<file path="src/rtl/ahb_slave_if_if.sv">
`default_nettype none
// ============================================================================
// Module      : ahb_slave_if_if
// Description : Bus bundle between the AHB side of the AHB-to-APB bridge and
//               its AHB slave front end (address/data pipeline, decode, resp).
// Revision    : 1.0 - initial release
// ============================================================================
interface ahb_slave_if_if;
   // AHB / APB inputs to the front end
   logic        Hwrite;
   logic        Hreadyin;
   logic [1:0]  Htrans;
   logic [31:0] Haddr;
   logic [31:0] Hwdata;
   logic [31:0] Prdata;
   // Front-end outputs
   logic        valid;
   logic [2:0]  tempselx;
   logic [31:0] Haddr1;
   logic [31:0] Haddr2;
   logic [31:0] Hwdata1;
   logic [31:0] Hwdata2;
   logic        Hwritereg;
   logic [31:0] Hrdata;
   logic [1:0]  Hresp;
   logic        err_hreadyout;

   modport master (
      output Hwrite, Hreadyin, Htrans, Haddr, Hwdata, Prdata,
      input  valid, tempselx, Haddr1, Haddr2, Hwdata1, Hwdata2,
             Hwritereg, Hrdata, Hresp, err_hreadyout
   );

   modport slave (
      input  Hwrite, Hreadyin, Htrans, Haddr, Hwdata, Prdata,
      output valid, tempselx, Haddr1, Haddr2, Hwdata1, Hwdata2,
             Hwritereg, Hrdata, Hresp, err_hreadyout
   );
endinterface
`default_nettype wire

</file>
<file path="src/rtl/ahb_slave_if.sv">
`default_nettype none
// ============================================================================
// Module      : ahb_slave_if
// Description : AHB-side front end of the AHB-to-APB bridge. Decodes address
//               phases into valid/tempselx, pipelines address, write data and
//               direction, and returns APB read data to AHB.
//               Optional macro AHB_ERR_RESP_EN adds a two-cycle ERROR
//               response for transfers outside the three-slot slave map.
// Revision    : 1.0 - initial release
// ============================================================================
module ahb_slave_if #(
   parameter logic [31:0] ADDR_BASE  = 32'h8000_0000,
   parameter int          SLOT_SHIFT = 26
) (
   input  wire logic       clk,
   input  wire logic       rst,
   ahb_slave_if_if.slave   bus
);

   // Map spans three slots; 33 bits so the bound can never overflow.
   localparam logic [32:0] c_MAP_SIZE = 33'(3) << SLOT_SHIFT;

   logic        w_active;
   logic        w_req;
   logic        w_inmap;
   logic [31:0] w_offset;
   logic [1:0]  w_slot;
   logic        w_in_err1;
   logic        w_unused;

   logic [31:0] haddr1_q,  haddr1_d;
   logic [31:0] haddr2_q,  haddr2_d;
   logic [31:0] hwdata1_q, hwdata1_d;
   logic [31:0] hwdata2_q, hwdata2_d;
   logic        hwritereg_q, hwritereg_d;

   // Htrans[0] only distinguishes BUSY/SEQ, which this block treats alike.
   assign w_unused = &{1'b0, bus.Htrans[0]};

   // Address decode: below-base addresses are rejected before subtraction.
   always_comb begin
      w_active = bus.Htrans[1];
      w_req    = bus.Hreadyin & w_active;
      w_offset = bus.Haddr - ADDR_BASE;
      w_inmap  = (bus.Haddr >= ADDR_BASE) && ({1'b0, w_offset} < c_MAP_SIZE);
      w_slot   = 2'(w_offset >> SLOT_SHIFT);
      bus.tempselx = 3'b000;
      if (w_inmap) begin
         case (w_slot)
            2'd0:    bus.tempselx = 3'b001;
            2'd1:    bus.tempselx = 3'b010;
            2'd2:    bus.tempselx = 3'b100;
            default: bus.tempselx = 3'b000;
         endcase
      end
      bus.valid = w_req & w_inmap & ~w_in_err1;
   end

   // Pipeline next-state: advance only on accepted (Hreadyin) cycles.
   always_comb begin
      haddr1_d    = haddr1_q;
      haddr2_d    = haddr2_q;
      hwdata1_d   = hwdata1_q;
      hwdata2_d   = hwdata2_q;
      hwritereg_d = hwritereg_q;
      if (bus.Hreadyin) begin
         haddr1_d    = bus.Haddr;
         haddr2_d    = haddr1_q;
         hwdata1_d   = bus.Hwdata;
         hwdata2_d   = hwdata1_q;
         hwritereg_d = bus.Hwrite;
      end
   end

   // Pipeline registers with asynchronous clear.
   always_ff @(posedge clk or posedge rst) begin
      if (rst) begin
         haddr1_q    <= 32'h0;
         haddr2_q    <= 32'h0;
         hwdata1_q   <= 32'h0;
         hwdata2_q   <= 32'h0;
         hwritereg_q <= 1'b0;
      end else begin
         haddr1_q    <= haddr1_d;
         haddr2_q    <= haddr2_d;
         hwdata1_q   <= hwdata1_d;
         hwdata2_q   <= hwdata2_d;
         hwritereg_q <= hwritereg_d;
      end
   end

   assign bus.Haddr1    = haddr1_q;
   assign bus.Haddr2    = haddr2_q;
   assign bus.Hwdata1   = hwdata1_q;
   assign bus.Hwdata2   = hwdata2_q;
   assign bus.Hwritereg = hwritereg_q;

   // Read data passes straight through; the APB FSM times completion.
   assign bus.Hrdata = bus.Prdata;

`ifdef AHB_ERR_RESP_EN
   typedef enum logic [1:0] {
      E_OKAY = 2'd0,
      E_ERR1 = 2'd1,
      E_ERR2 = 2'd2
   } err_state_t;

   err_state_t err_state_q, err_state_d;
   logic [1:0] hresp_q, hresp_d;
   logic       err_hready_q, err_hready_d;

   // Error FSM next state; outputs are derived from the next state so they
   // can be registered alongside it.
   always_comb begin
      err_state_d = err_state_q;
      case (err_state_q)
         E_OKAY:  if (w_req && !w_inmap) err_state_d = E_ERR1;
         E_ERR1:  err_state_d = E_ERR2;
         E_ERR2:  err_state_d = (w_req && !w_inmap) ? E_ERR1 : E_OKAY;
         default: err_state_d = E_OKAY;
      endcase
      hresp_d      = (err_state_d == E_OKAY) ? 2'b00 : 2'b01;
      err_hready_d = (err_state_d != E_ERR1);
   end

   // Error FSM state and registered response outputs.
   always_ff @(posedge clk or posedge rst) begin
      if (rst) begin
         err_state_q  <= E_OKAY;
         hresp_q      <= 2'b00;
         err_hready_q <= 1'b1;
      end else begin
         err_state_q  <= err_state_d;
         hresp_q      <= hresp_d;
         err_hready_q <= err_hready_d;
      end
   end

   assign w_in_err1         = (err_state_q == E_ERR1);
   assign bus.Hresp         = hresp_q;
   assign bus.err_hreadyout = err_hready_q;
`else
   // Out-of-map transfers simply complete OKAY with valid held low.
   assign w_in_err1         = 1'b0;
   assign bus.Hresp         = 2'b00;
   assign bus.err_hreadyout = 1'b1;
`endif

endmodule
`default_nettype wire

</file>
<file path="src/flat_wrapper.sv">
// flat-port wrapper written by rule: the top's interface ports become plain ports
module ahb_slave_if_flat 
#(
   parameter logic [31:0] ADDR_BASE  = 32'h8000_0000,
   parameter int          SLOT_SHIFT = 26
)
  (clk, rst, bus_Hwrite, bus_Hreadyin, bus_Htrans, bus_Haddr, bus_Hwdata, bus_Prdata, bus_valid, bus_tempselx, bus_Haddr1, bus_Haddr2, bus_Hwdata1, bus_Hwdata2, bus_Hwritereg, bus_Hrdata, bus_Hresp, bus_err_hreadyout);
  ahb_slave_if_if bus_i ();
  input  wire logic clk;
  input  wire logic rst;
  input wire logic [$bits(bus_i.Hwrite)-1:0] bus_Hwrite;
  input wire logic [$bits(bus_i.Hreadyin)-1:0] bus_Hreadyin;
  input wire logic [$bits(bus_i.Htrans)-1:0] bus_Htrans;
  input wire logic [$bits(bus_i.Haddr)-1:0] bus_Haddr;
  input wire logic [$bits(bus_i.Hwdata)-1:0] bus_Hwdata;
  input wire logic [$bits(bus_i.Prdata)-1:0] bus_Prdata;
  output wire logic [$bits(bus_i.valid)-1:0] bus_valid;
  output wire logic [$bits(bus_i.tempselx)-1:0] bus_tempselx;
  output wire logic [$bits(bus_i.Haddr1)-1:0] bus_Haddr1;
  output wire logic [$bits(bus_i.Haddr2)-1:0] bus_Haddr2;
  output wire logic [$bits(bus_i.Hwdata1)-1:0] bus_Hwdata1;
  output wire logic [$bits(bus_i.Hwdata2)-1:0] bus_Hwdata2;
  output wire logic [$bits(bus_i.Hwritereg)-1:0] bus_Hwritereg;
  output wire logic [$bits(bus_i.Hrdata)-1:0] bus_Hrdata;
  output wire logic [$bits(bus_i.Hresp)-1:0] bus_Hresp;
  output wire logic [$bits(bus_i.err_hreadyout)-1:0] bus_err_hreadyout;
  assign bus_i.Hwrite = bus_Hwrite;
  assign bus_i.Hreadyin = bus_Hreadyin;
  assign bus_i.Htrans = bus_Htrans;
  assign bus_i.Haddr = bus_Haddr;
  assign bus_i.Hwdata = bus_Hwdata;
  assign bus_i.Prdata = bus_Prdata;
  assign bus_valid = bus_i.valid;
  assign bus_tempselx = bus_i.tempselx;
  assign bus_Haddr1 = bus_i.Haddr1;
  assign bus_Haddr2 = bus_i.Haddr2;
  assign bus_Hwdata1 = bus_i.Hwdata1;
  assign bus_Hwdata2 = bus_i.Hwdata2;
  assign bus_Hwritereg = bus_i.Hwritereg;
  assign bus_Hrdata = bus_i.Hrdata;
  assign bus_Hresp = bus_i.Hresp;
  assign bus_err_hreadyout = bus_i.err_hreadyout;
  ahb_slave_if #(.ADDR_BASE(ADDR_BASE), .SLOT_SHIFT(SLOT_SHIFT)) u_core (.clk(clk), .rst(rst), .bus(bus_i));
endmodule
</file>
<file path="config.mk">
export PLATFORM = sky130hd
export DESIGN_NAME = ahb_slave_if_flat
export DESIGN_NICKNAME = d
export VERILOG_FILES = /design/src/rtl/ahb_slave_if_if.sv /design/src/rtl/ahb_slave_if.sv /design/src/flat_wrapper.sv
export SDC_FILE = /design/constraint.sdc
export NUM_CORES = 1
export LEC_CHECK = 0
export ABC_AREA = 1
export BUFFER_PORTS_ARGS = -buffer_cell sky130_fd_sc_hd__buf_4
export CAP_MARGIN = 10
export CORE_MARGIN = 1.5
export CORE_UTILIZATION = 41
export DETAILED_ROUTE_END_ITERATION = 10
export PLACE_DENSITY = 0.84
export SKIP_CTS_REPAIR_TIMING = 1
export SLEW_MARGIN = 0
export SYNTH_ARGS = -nofsm -noshare
export SYNTH_HDL_FRONTEND = slang
export SYNTH_SLANG_ARGS = --single-unit
export TNS_END_PERCENT = 10
</file>
<file path="constraint.sdc">
create_clock -name clk -period 4.5 [get_ports clk]
set_input_delay 0.9 -clock clk [delete_from_list [all_inputs] [get_ports clk]]
set_output_delay 0.9 -clock clk [all_outputs]
set_load 0.005 [all_outputs]
</file>
==> results of run 1 <==
[path summary, 6_finish.rpt]
check	start	end
worst max register to register	u_core.bus.Haddr1[27]	u_core.bus.Haddr2[27]
max in group asynchronous	rst	u_core.bus.Hwdata2[7]
worst min-delay path	u_core.bus.Haddr2[27]	u_core.bus.Haddr2[27]
worst min register to register	u_core.bus.Haddr2[27]	u_core.bus.Haddr2[27]
worst max-delay path	bus_Hreadyin	bus_valid
min in group asynchronous	rst	u_core.bus.Haddr1[5]
[registers in the layout (all words and copies together) (netlist names)]
| register | count |
|---|---|
| u_core.bus.Hwritereg | 1 |
| u_core.bus.Hwdata1 | 32 |
| u_core.bus.Haddr1 | 32 |
| u_core.bus.Haddr2 | 32 |
| u_core.bus.Hwdata2 | 32 |
[worst register-to-register path, delay by kind of cell, from the launching register on]
| family | cells | cell delay, ns |
|---|---|---|
| AOI/OAI and AO/OA | 1 | 0.08 |
| DFF | 1 | 0.44 |
| and+or+nand+nor | 1 | 0.09 |
[synth_stat cells]
| library cell | count | area (sq um) |
|---|---|---|
| nand2_1 | 70 | 262.8 |
| buf_6 | 10 | 112.6 |
| nor2_1 | 70 | 262.8 |
| dfrtp_1 | 129 | 3228 |
| nand3_1 | 1 | 5.000 |
| buf_2 | 7 | 35.03 |
| inv_1 | 69 | 259.0 |
| o21ai_1 | 10 | 50.05 |
| buf_4 | 42 | 315.3 |
| clkbuf_1 | 4 | 15.01 |
| buf_8 | 1 | 15.01 |
| a21oi_1 | 64 | 320.3 |
| o21ai_0 | 55 | 275.3 |
| conb_1 | 2 | 7.510 |
[area by class of cell]
cell class	count	area, sq um	share of cell area [%]
Clock buffer	22	474.2	6.689
Clock inverter	10	180.2	2.541
Inverter	69	261.5	3.689
Multi-Input combinational cell	273	1187	16.75
Sequential cell	129	3228	45.53
Tap cell	168	210.2	2.965
Timing Repair Buffer	204	1548	21.83
[cell families after synthesis]
family          Yosys count
buf+inv                 133
other cells               2
flops                   129
compound gates          129
simple gates            141
[per-layer routing]
layer,GRT usage [%],wire length (microns),up-vias
met5,0,0,-
met4,7.407,234,0
met3,7.696,1039,25
met2,31.59,6046,162
met1,19.66,4450,1785
li1,-,-,1953
[cells in the final DEF, fill, tap and decap left out, drive strengths merged]
master,n
a21oi,64
buf,204
bufinv,5
clkbuf,22
clkinv,3
clkinvlp,2
conb,3
dfrtp,129
inv,69
nand2,70
nand3,1
nor2,70
o21ai,65
[power by group through the flow]
stage / Clock [mW] / Sequential (mW) / Combinational (mW)
CTS: 1.54 / 1.35 / 0.437
finish: 1.50 / 1.35 / 0.429
detailed placement: 0 / 1.37 / 0.437
global placement: 0 / 1.36 / 0.425
floorplan: 0 / 1.37 / 0.188
global route: 1.59 / 1.36 / 0.483
==> out/qor.txt, run 1 <==
Slowest stage delay, CP - 0.36 ns
Critical-path maximum fanout - 74
Crit end category - output pin
Clock sinks - 129
Utilization after layout - 58.29%
Max_cap viols - 0
Seq/Total Area, Yosys - 62.52%
DR iter-0 viols - 250
Area Overhead vs Synth - 37.29%
Clk pwr share - 45.8%
Hold/Removal Path Class - reg2reg
Clock-pin slew on the worst setup and hold paths - 0.05 ns
IO buf count - 201
Final min period - 2.507 ns
Finish-stage setup viols - 0
Sw Ratio - 22.66%
Post-synthesis adder-cell area fraction - 0%
Die ar. - 13280 sq um
Slowest cell on crit path - buf_6
XOR/XNOR Fraction of Synth Area - 0%
Final Net Count - 796
Mapped Cells - 534
P_leak - 3.611 nW
Fillers - 1061
H-tree levels - 4
CP required - 3.60 ns
Pre-CTS setup slack - 1.984 ns
Maximum clock frequency - 398.8 MHz
Total grt overflow - 0
Fin cells - 875
CTS tree - built
Final clock skew - 0.003300 ns
Die Width - 115.2 microns
Worst-margin pin slew - 0.8951 ns
Sw Pwr - 742.7 uW
Clk_lat worst skew - 0.40 ns
RSZ-0062 raised after global routing - no
Register-to-register setup slack - 3.74 ns
Post-synthesis compound-gate area fraction - 12.50%
Slew Limit Fails - 0
Status - finished, final reports clean
FF-to-FF path depth - 2
VDD IR max - 0.2615 mV
Largest family of logic cells by synthesized area - buffers and inverters
Max Root-Sink Buffers - 2
First-pass GRT wire length - 18.27 mm
FP Rows - 40
Syn Area/Cell - 9.670 sq um
Cells after DPL - 843
Detailed Place HPWL - 8.549 mm
PnR worst setup slack - 1.993 ns
Post-Route Setup TNS - 0 ns
Int Power - 2.535 mW
GP Congestion - 0.7664
Share of power burned in combinational logic - 13.1%
Residual DRC - 0
Initial antenna violation count - 0
N_diodes - 0
Design Area, Final - 7089 sq um
Post-synthesis mux area share - 0%
Power Dens Cells - 462.4 nW/um^2
Initial Utilization - 42.46%
Cell family with most CP delay - buffers and inverters
Critical path depth - 4
Io pins - 270
Crit path buf inv count - 2
Via Count - 3925
Setup Crit Path Kind - in2out
Via-to-Cell Ratio - 4.486
Fin crit share - 55.72%
Crit start category - input port
Post-synth cell types - 14
Drt wl/cell - 13.45 microns
Gr usage total - 18.20%
DR pass1 iterations - 4
Instance area at placement - 6435 sq um
Slew headroom - 40.33%
Sequential power share - 41.1%
Vias in the first global route - 3756
Fin. Hold Viols - 0
Synth Register Bits - 129
Final Routed Wirelength - 11.77 mm
Worst path cell trace - buf_6 > nand2_1 > nor2_1 > buf_4
Hold Worst Slack - 0.5197 ns
Worst EP arrival - 1.61 ns
Worst Hold Depth - 2
Post-synthesis simple-gate area fraction - 10.27%
Largest net degree at the start of global routing - 102
Synthesized area - 5164 sq um
CTS Buf Count - 17
Pwr Total - 3.278 mW
Warnings from Yosys - 0
Post-DRT Antenna Nets - 0
Die span in y - 115.2 microns
Core area - 12160 sq um
Root Driver - clkbuf_16
Layout cells sized above 1 - 33.24%
Power figures use the tool's default switching activity.
==> inputs of run 2 (changes only) <==
CORE_UTILIZATION = 45   (was 41)
PLACE_DENSITY = 0.87   (was 0.84)
clock period = 2.4 ns   (was 4.5 ns; I/O delays follow)
==> run 2 against run 1 <==
  * Utilization increased by 5.1 points
  * Register-to-register slack worse by 2.1 ns
  * Final cell count decreased by 3.3%
  * Via count increased by 2.4%
  * Flip-flop and latch count unchanged
  * Hold slack got worse by 0.26 ns
  * Critical path depth up 1
  * Largest cell class unchanged
==> out/qor.txt, run 2 (synthesis gave the netlist of run 1 again) <==
Crit start category - input port (unchanged)
Slowest cell on crit path - nor2_1 (was buf_6)
Worst R2R Start - u_core.bus.Hwdata1[17] (was u_core.bus.Haddr1[27])
Final clock skew - 0.006400 ns (was 0.003300 ns)
Clock-pin slew on the worst setup and hold paths - 0.05 ns (about the same)
Final min period - 1.669 ns
Max_cap viols - 0 (unchanged)
Hold/Removal Path Class - in2async (was reg2reg)
Most frequent cells in the layout - buf_4, dfrtp_1, nor2_1, nand2_1, inv_1 (unchanged)
Fillers - 902 (was 1061)
First-pass GRT wire length - 17.60 mm (was 18.27 mm)
Slowest stage delay, CP - 0.18 ns (was 0.36 ns)
VDD IR max - 0.4251 mV (was 0.2615 mV)
Residual DRC - 0 (unchanged)
Clk_lat worst skew - 0.41 ns (was 0.40 ns)
P_leak - 3.581 nW (was 3.611 nW)
Fin. Hold Viols - 0 (unchanged)
Share of power burned in combinational logic - 14.1% (was 13.1%)
FP Rows - 38 (was 40)
RSZ-0062 raised after global routing - no (unchanged)
Commonest non-fill, non-tap cell in the layout - buf_4 (unchanged)
Clk pwr share - 42.2% (was 45.8%)
Die ar. - 12130 sq um (was 13280 sq um)
Core area - 11030 sq um (was 12160 sq um)
Area Overhead vs Synth - 35.40% (was 37.29%)
Crit path buf inv count - 2 (unchanged)
Slew headroom - 56.25% (was 40.33%)
DR iter-0 viols - 199 (was 250)
Sw Ratio - 23.37% (was 22.66%)
Power Dens Cells - 827.8 nW/um^2 (was 462.4 nW/um^2)
Status - finished, final reports clean (unchanged)
CTS Buf Count - 17 (unchanged)
Final Routed Wirelength - 11.74 mm (was 11.77 mm)
Io pins - 270 (unchanged)
Int Power - 4.436 mW (was 2.535 mW)
Final Net Count - 796 (unchanged)
PnR worst setup slack - 0.7306 ns (was 1.993 ns)
Pwr Total - 5.788 mW (was 3.278 mW)
Root Driver - clkbuf_16 (unchanged)
Via-to-Cell Ratio - 4.751 (was 4.486)
Crit end category - output pin (unchanged)
Sequential power share - 43.7% (was 41.1%)
Largest net degree at the start of global routing - 130 (was 102)
Die Width - 110.1 microns (was 115.2 microns)
Vias in the first global route - 3908 (was 3756)
Critical-path maximum fanout - 4 (was 74)
Cell family with most CP delay - simple AND/OR/NAND/NOR gates (was buffers and inverters)
Initial antenna violation count - 0 (unchanged)
Clock sinks - 129 (unchanged)
Gr usage total - 19.44% (was 18.20%)
Sw Pwr - 1.352 mW (was 742.7 uW)
Maximum clock frequency - 599.0 MHz
Pre-CTS setup slack - 0.7420 ns (was 1.984 ns)
Die span in y - 110.1 microns (was 115.2 microns)
CP required - 1.92 ns (was 3.60 ns)
GP Congestion - 0.8030 (was 0.7664)
IO buf count - 201 (unchanged)
Post-DRT Antenna Nets - 0 (unchanged)
Drt wl/cell - 13.88 microns (was 13.45 microns)
H-tree levels - 4 (unchanged)
Max Root-Sink Buffers - 2 (unchanged)
Total grt overflow - 0 (unchanged)
Detailed Place HPWL - 8.248 mm (was 8.549 mm)
CTS tree - built (unchanged)
Worst path cell trace - buf_4 > nor2_1 > nand3_1 > nor2_1 > buf_4 (was buf_6 > nand2_1 > nor2_1 > buf_4)
Worst-margin pin slew - 0.6563 ns (was 0.8951 ns)
CP startpoint - bus_Haddr[28] (was bus_Hreadyin)
Post-Route Setup TNS - 0 ns (unchanged)
Slew Limit Fails - 0 (unchanged)
Initial Utilization - 46.81% (was 42.46%)
N_diodes - 0 (unchanged)
Worst EP arrival - 1.19 ns (was 1.61 ns)
Finish-stage setup viols - 0 (unchanged)
Setup Crit Path Kind - in2out (unchanged)
Layout cells sized above 1 - 32.72% (was 33.24%)
Via Count - 4019 (was 3925)
Fin crit share - 69.56%
DR pass1 iterations - 4 (unchanged)
[run 2: cell count changes in the layout (fill, tap and decap cells not counted), sizes merged]
cell      delta
bufinv       -3
clkbuf       +3
clkinv       +1
clkinvlp     -1
inv          -1
[run 2: layer usage]
layer | track usage, % | vias to the layer above | part of all wire, %
li1 | - | 1947 | -
met1 | 20.52 | 1864 | 38
met2 | 33.23 | 163 | 50
met3 | 6.526 | 45 | 7.4
met4 | 12.55 | 0 | 3.9
met5 | 0 | - | 0
[run 2: path summary, 6_finish.rpt]
kind | end | depth (start not counted) | slack, ns
max | bus_valid | 5 | 0.73
min | u_core.bus.Haddr1[6] | 3 | 0.26
max reg2reg | u_core.bus.Hwdata1[17] | 2 | 1.67
min reg2reg | u_core.bus.Haddr2[27] | 2 | 0.52
max in group asynchronous | u_core.bus.Hwdata1[0] | 3 | 1.65
min in group clk | u_core.bus.Hwdata1[9] | 3 | 0.28
[run 2: area by class of cell]
type	instances	area (sq um)	area share (%)
Inverter	69	262.8	3.758
Sequential cell	129	3228	46.17
Clock buffer	25	485.5	6.943
Clock inverter	6	80.08	1.145
Multi-Input combinational cell	273	1187	16.98
Timing Repair Buffer	204	1573	22.49
Tap cell	140	175.2	2.505
[run 2: per-stage QoR]
step	instances	util (%)	hold slack, ns	cell area (sq um)
after floorplan	535	-	0.4981	5171
after global placement	815	58.26	0.4966	6426
after CTS	846	63.38	0.2603	6992
final	846	63.38	0.2572	6992
after global routing	846	63.38	0.2748	6992
after detailed placement	815	58.26	0.5154	6426
[run 2: power by group through the flow]
stage / Clock, mW / Sequential (mW) / Combinational, mW
2_1_floorplan: 0 / 2.57 / 0.353
3_3_place_gp: 0 / 2.55 / 0.795
3_5_place_dp: 0 / 2.56 / 0.829
4_1_cts: 2.50 / 2.53 / 0.833
5_1_grt: 2.58 / 2.55 / 0.915
6_report: 2.44 / 2.53 / 0.816
[run 2: worst register-to-register path: stages, from the launching register on]
cell and delay, ns:
dfrtp_1 0.35, inv_1 0.06, o21ai_0 0.22
==> inputs of run 3 (changes only) <==
CORE_UTILIZATION = 41   (was 45)
PLACE_DENSITY = 0.84   (was 0.87)
clock period = 1.52 ns   (was 2.4 ns; I/O delays follow)
==> run 3 against run 2 <==
  * Total power increased by 63%
  * Critical path depth unchanged
  * Sequential share of layout area decreased by 1.6 points
  * Worst setup slack got worse by 0.60 ns
==> out/qor.txt, run 3 (synthesis gave the netlist of run 1 again) <==
Vias in the first global route - 3714 (was 3908)
DR iter-0 viols - 151 (was 199)
Most frequent cells in the layout - buf_4, dfrtp_1, nor2_1, nand2_1, inv_1 (unchanged)
Total grt overflow - 0 (unchanged)
Worst-margin pin slew - 0.5022 ns (was 0.6563 ns)
Status - finished, final reports clean (unchanged)
Slew Limit Fails - 0 (unchanged)
Pre-CTS setup slack - 0.1452 ns (was 0.7420 ns)
Die Width - 115.2 microns (was 110.1 microns)
Core area - 12160 sq um (was 11030 sq um)
Crit end category - output pin (unchanged)
Cells after DPL - 853 (was 815)
FP Rows - 40 (was 38)
FF-to-FF path depth - 2 (unchanged)
VDD IR max - 0.9050 mV (was 0.4251 mV)
Finish-stage setup viols - 0 (unchanged)
Fin. Hold Viols - 0 (unchanged)
Final Routed Wirelength - 11.84 mm (was 11.74 mm)
Largest net degree at the start of global routing - 93 (was 130)
Final clock skew - 0.005734 ns (was 0.006400 ns)
Io pins - 270 (unchanged)
Gr usage total - 18.26% (was 19.44%)
Clock-pin slew on the worst setup and hold paths - 0.05 ns (about the same)
Worst R2R Start - u_core.bus.Haddr1[20] (was u_core.bus.Hwdata1[17])
Maximum clock frequency - 718.6 MHz
Max_cap viols - 0 (unchanged)
Register-to-register setup slack - 0.77 ns (was 1.67 ns)
Clock sinks - 129 (unchanged)
Instance area at placement - 6624 sq um (was 6426 sq um)
Die ar. - 13280 sq um (was 12130 sq um)
Post-Route Setup TNS - 0 ns (unchanged)
RR Endpoint - u_core.bus.Haddr1[20] (was u_core.bus.Hwdata1[17])
Final Net Count - 806 (was 796)
Root Driver - clkbuf_16 (unchanged)
Setup Crit Path Kind - in2out (unchanged)
CTS Buf Count - 17 (unchanged)
PnR worst setup slack - 0.1284 ns (was 0.7306 ns)
Slew headroom - 66.52% (was 56.25%)
N_diodes - 0 (unchanged)
Area Overhead vs Synth - 40.17% (was 35.40%)
Via Count - 3976 (was 4019)
Via-to-Cell Ratio - 4.493 (was 4.751)
Power Dens Cells - 1306 nW/um^2 (was 827.8 nW/um^2)
Pwr Total - 9.457 mW (was 5.788 mW)
Fin crit share - 91.56%
Commonest non-fill, non-tap cell in the layout - buf_4 (unchanged)
H-tree levels - 4 (unchanged)
Max Root-Sink Buffers - 2 (unchanged)
Initial Utilization - 42.46% (was 46.81%)
DR pass1 iterations - 4 (unchanged)
Critical-path maximum fanout - 4 (unchanged)
Drt wl/cell - 13.38 microns (was 13.88 microns)
GP Congestion - 0.7644 (was 0.8030)
Die span in y - 115.2 microns (was 110.1 microns)
Final min period - 1.392 ns
RSZ-0062 raised after global routing - no (unchanged)
Layout cells sized above 1 - 34.31% (was 32.72%)
Worst EP arrival - 1.09 ns (was 1.19 ns)
Fin cells - 885 (was 846)
Initial antenna violation count - 0 (unchanged)
CP required - 1.22 ns (was 1.92 ns)
Crit start category - input port (unchanged)
Clk_lat worst skew - 0.41 ns (about the same)
Design Area, Final - 7238 sq um (was 6992 sq um)
First-pass GRT wire length - 18.28 mm (was 17.60 mm)
Hold/Removal Path Class - in2async (unchanged)
P_leak - 3.661 nW (was 3.581 nW)
CTS tree - built (unchanged)
IO buf count - 201 (unchanged)
Post-DRT Antenna Nets - 0 (unchanged)
Residual DRC - 0 (unchanged)
Detailed Place HPWL - 8.686 mm (was 8.248 mm)
==> run 3: routing by layer <==
metal	routed length [microns]	share of wire, %	global-route usage, %
met4	342	2.9	9.465
met3	1042	8.8	7.749
met1	4484	38	19.90
met2	5970	50	30.48
met5	0	0	0
==> run 3: worst max path at each step <==
stage                        startpoint                    to  cells past startpoint
final                     bus_Haddr[28]             bus_valid                      5
after global routing      bus_Haddr[28]             bus_valid                      5
after CTS                 bus_Haddr[28]       bus_tempselx[0]                      5
after detailed placement  bus_Haddr[28]       bus_tempselx[0]                      5
after global placement    bus_Haddr[28]             bus_valid                      5
after floorplan                     rst  u_core.bus.Haddr1[0]                      1
==> run 3: worst max-delay path, stage by stage <==
cell	delay, ns
buf_4	0.11
nor2_1	0.22
nand3_1	0.20
nor2_1	0.13
buf_4	0.12
==> run 3: cell type report <==
cell class,count,area (sq um)
Tap cell,168,210.2
Sequential cell,129,3228
Fill cell,1056,4923
Timing Repair Buffer,214,1735
Clock buffer,20,456.7
Multi-Input combinational cell,273,1187
Inverter,69,262.8
Clock inverter,12,157.7
==> run 3: report_power, final <==
part / switching (mW) / internal (mW) / total (mW) / leakage [nW]
combinational: 0.601 / 0.733 / 1.33 / 1.86
sequential: 0.203 / 3.79 / 3.99 / 1.52
clock: 1.47 / 2.67 / 4.13 / 0.281
==> run 3: metrics by stage <==
step / util, % / hold WS (ns)
2_1_floorplan: - / 0.4250
3_3_place_gp: 54.46 / 0.4891
3_5_place_dp: 54.46 / 0.5052
4_1_cts: 59.52 / 0.06272
5_1_grt: 59.52 / 0.08268
6_report: 59.52 / 0.02507
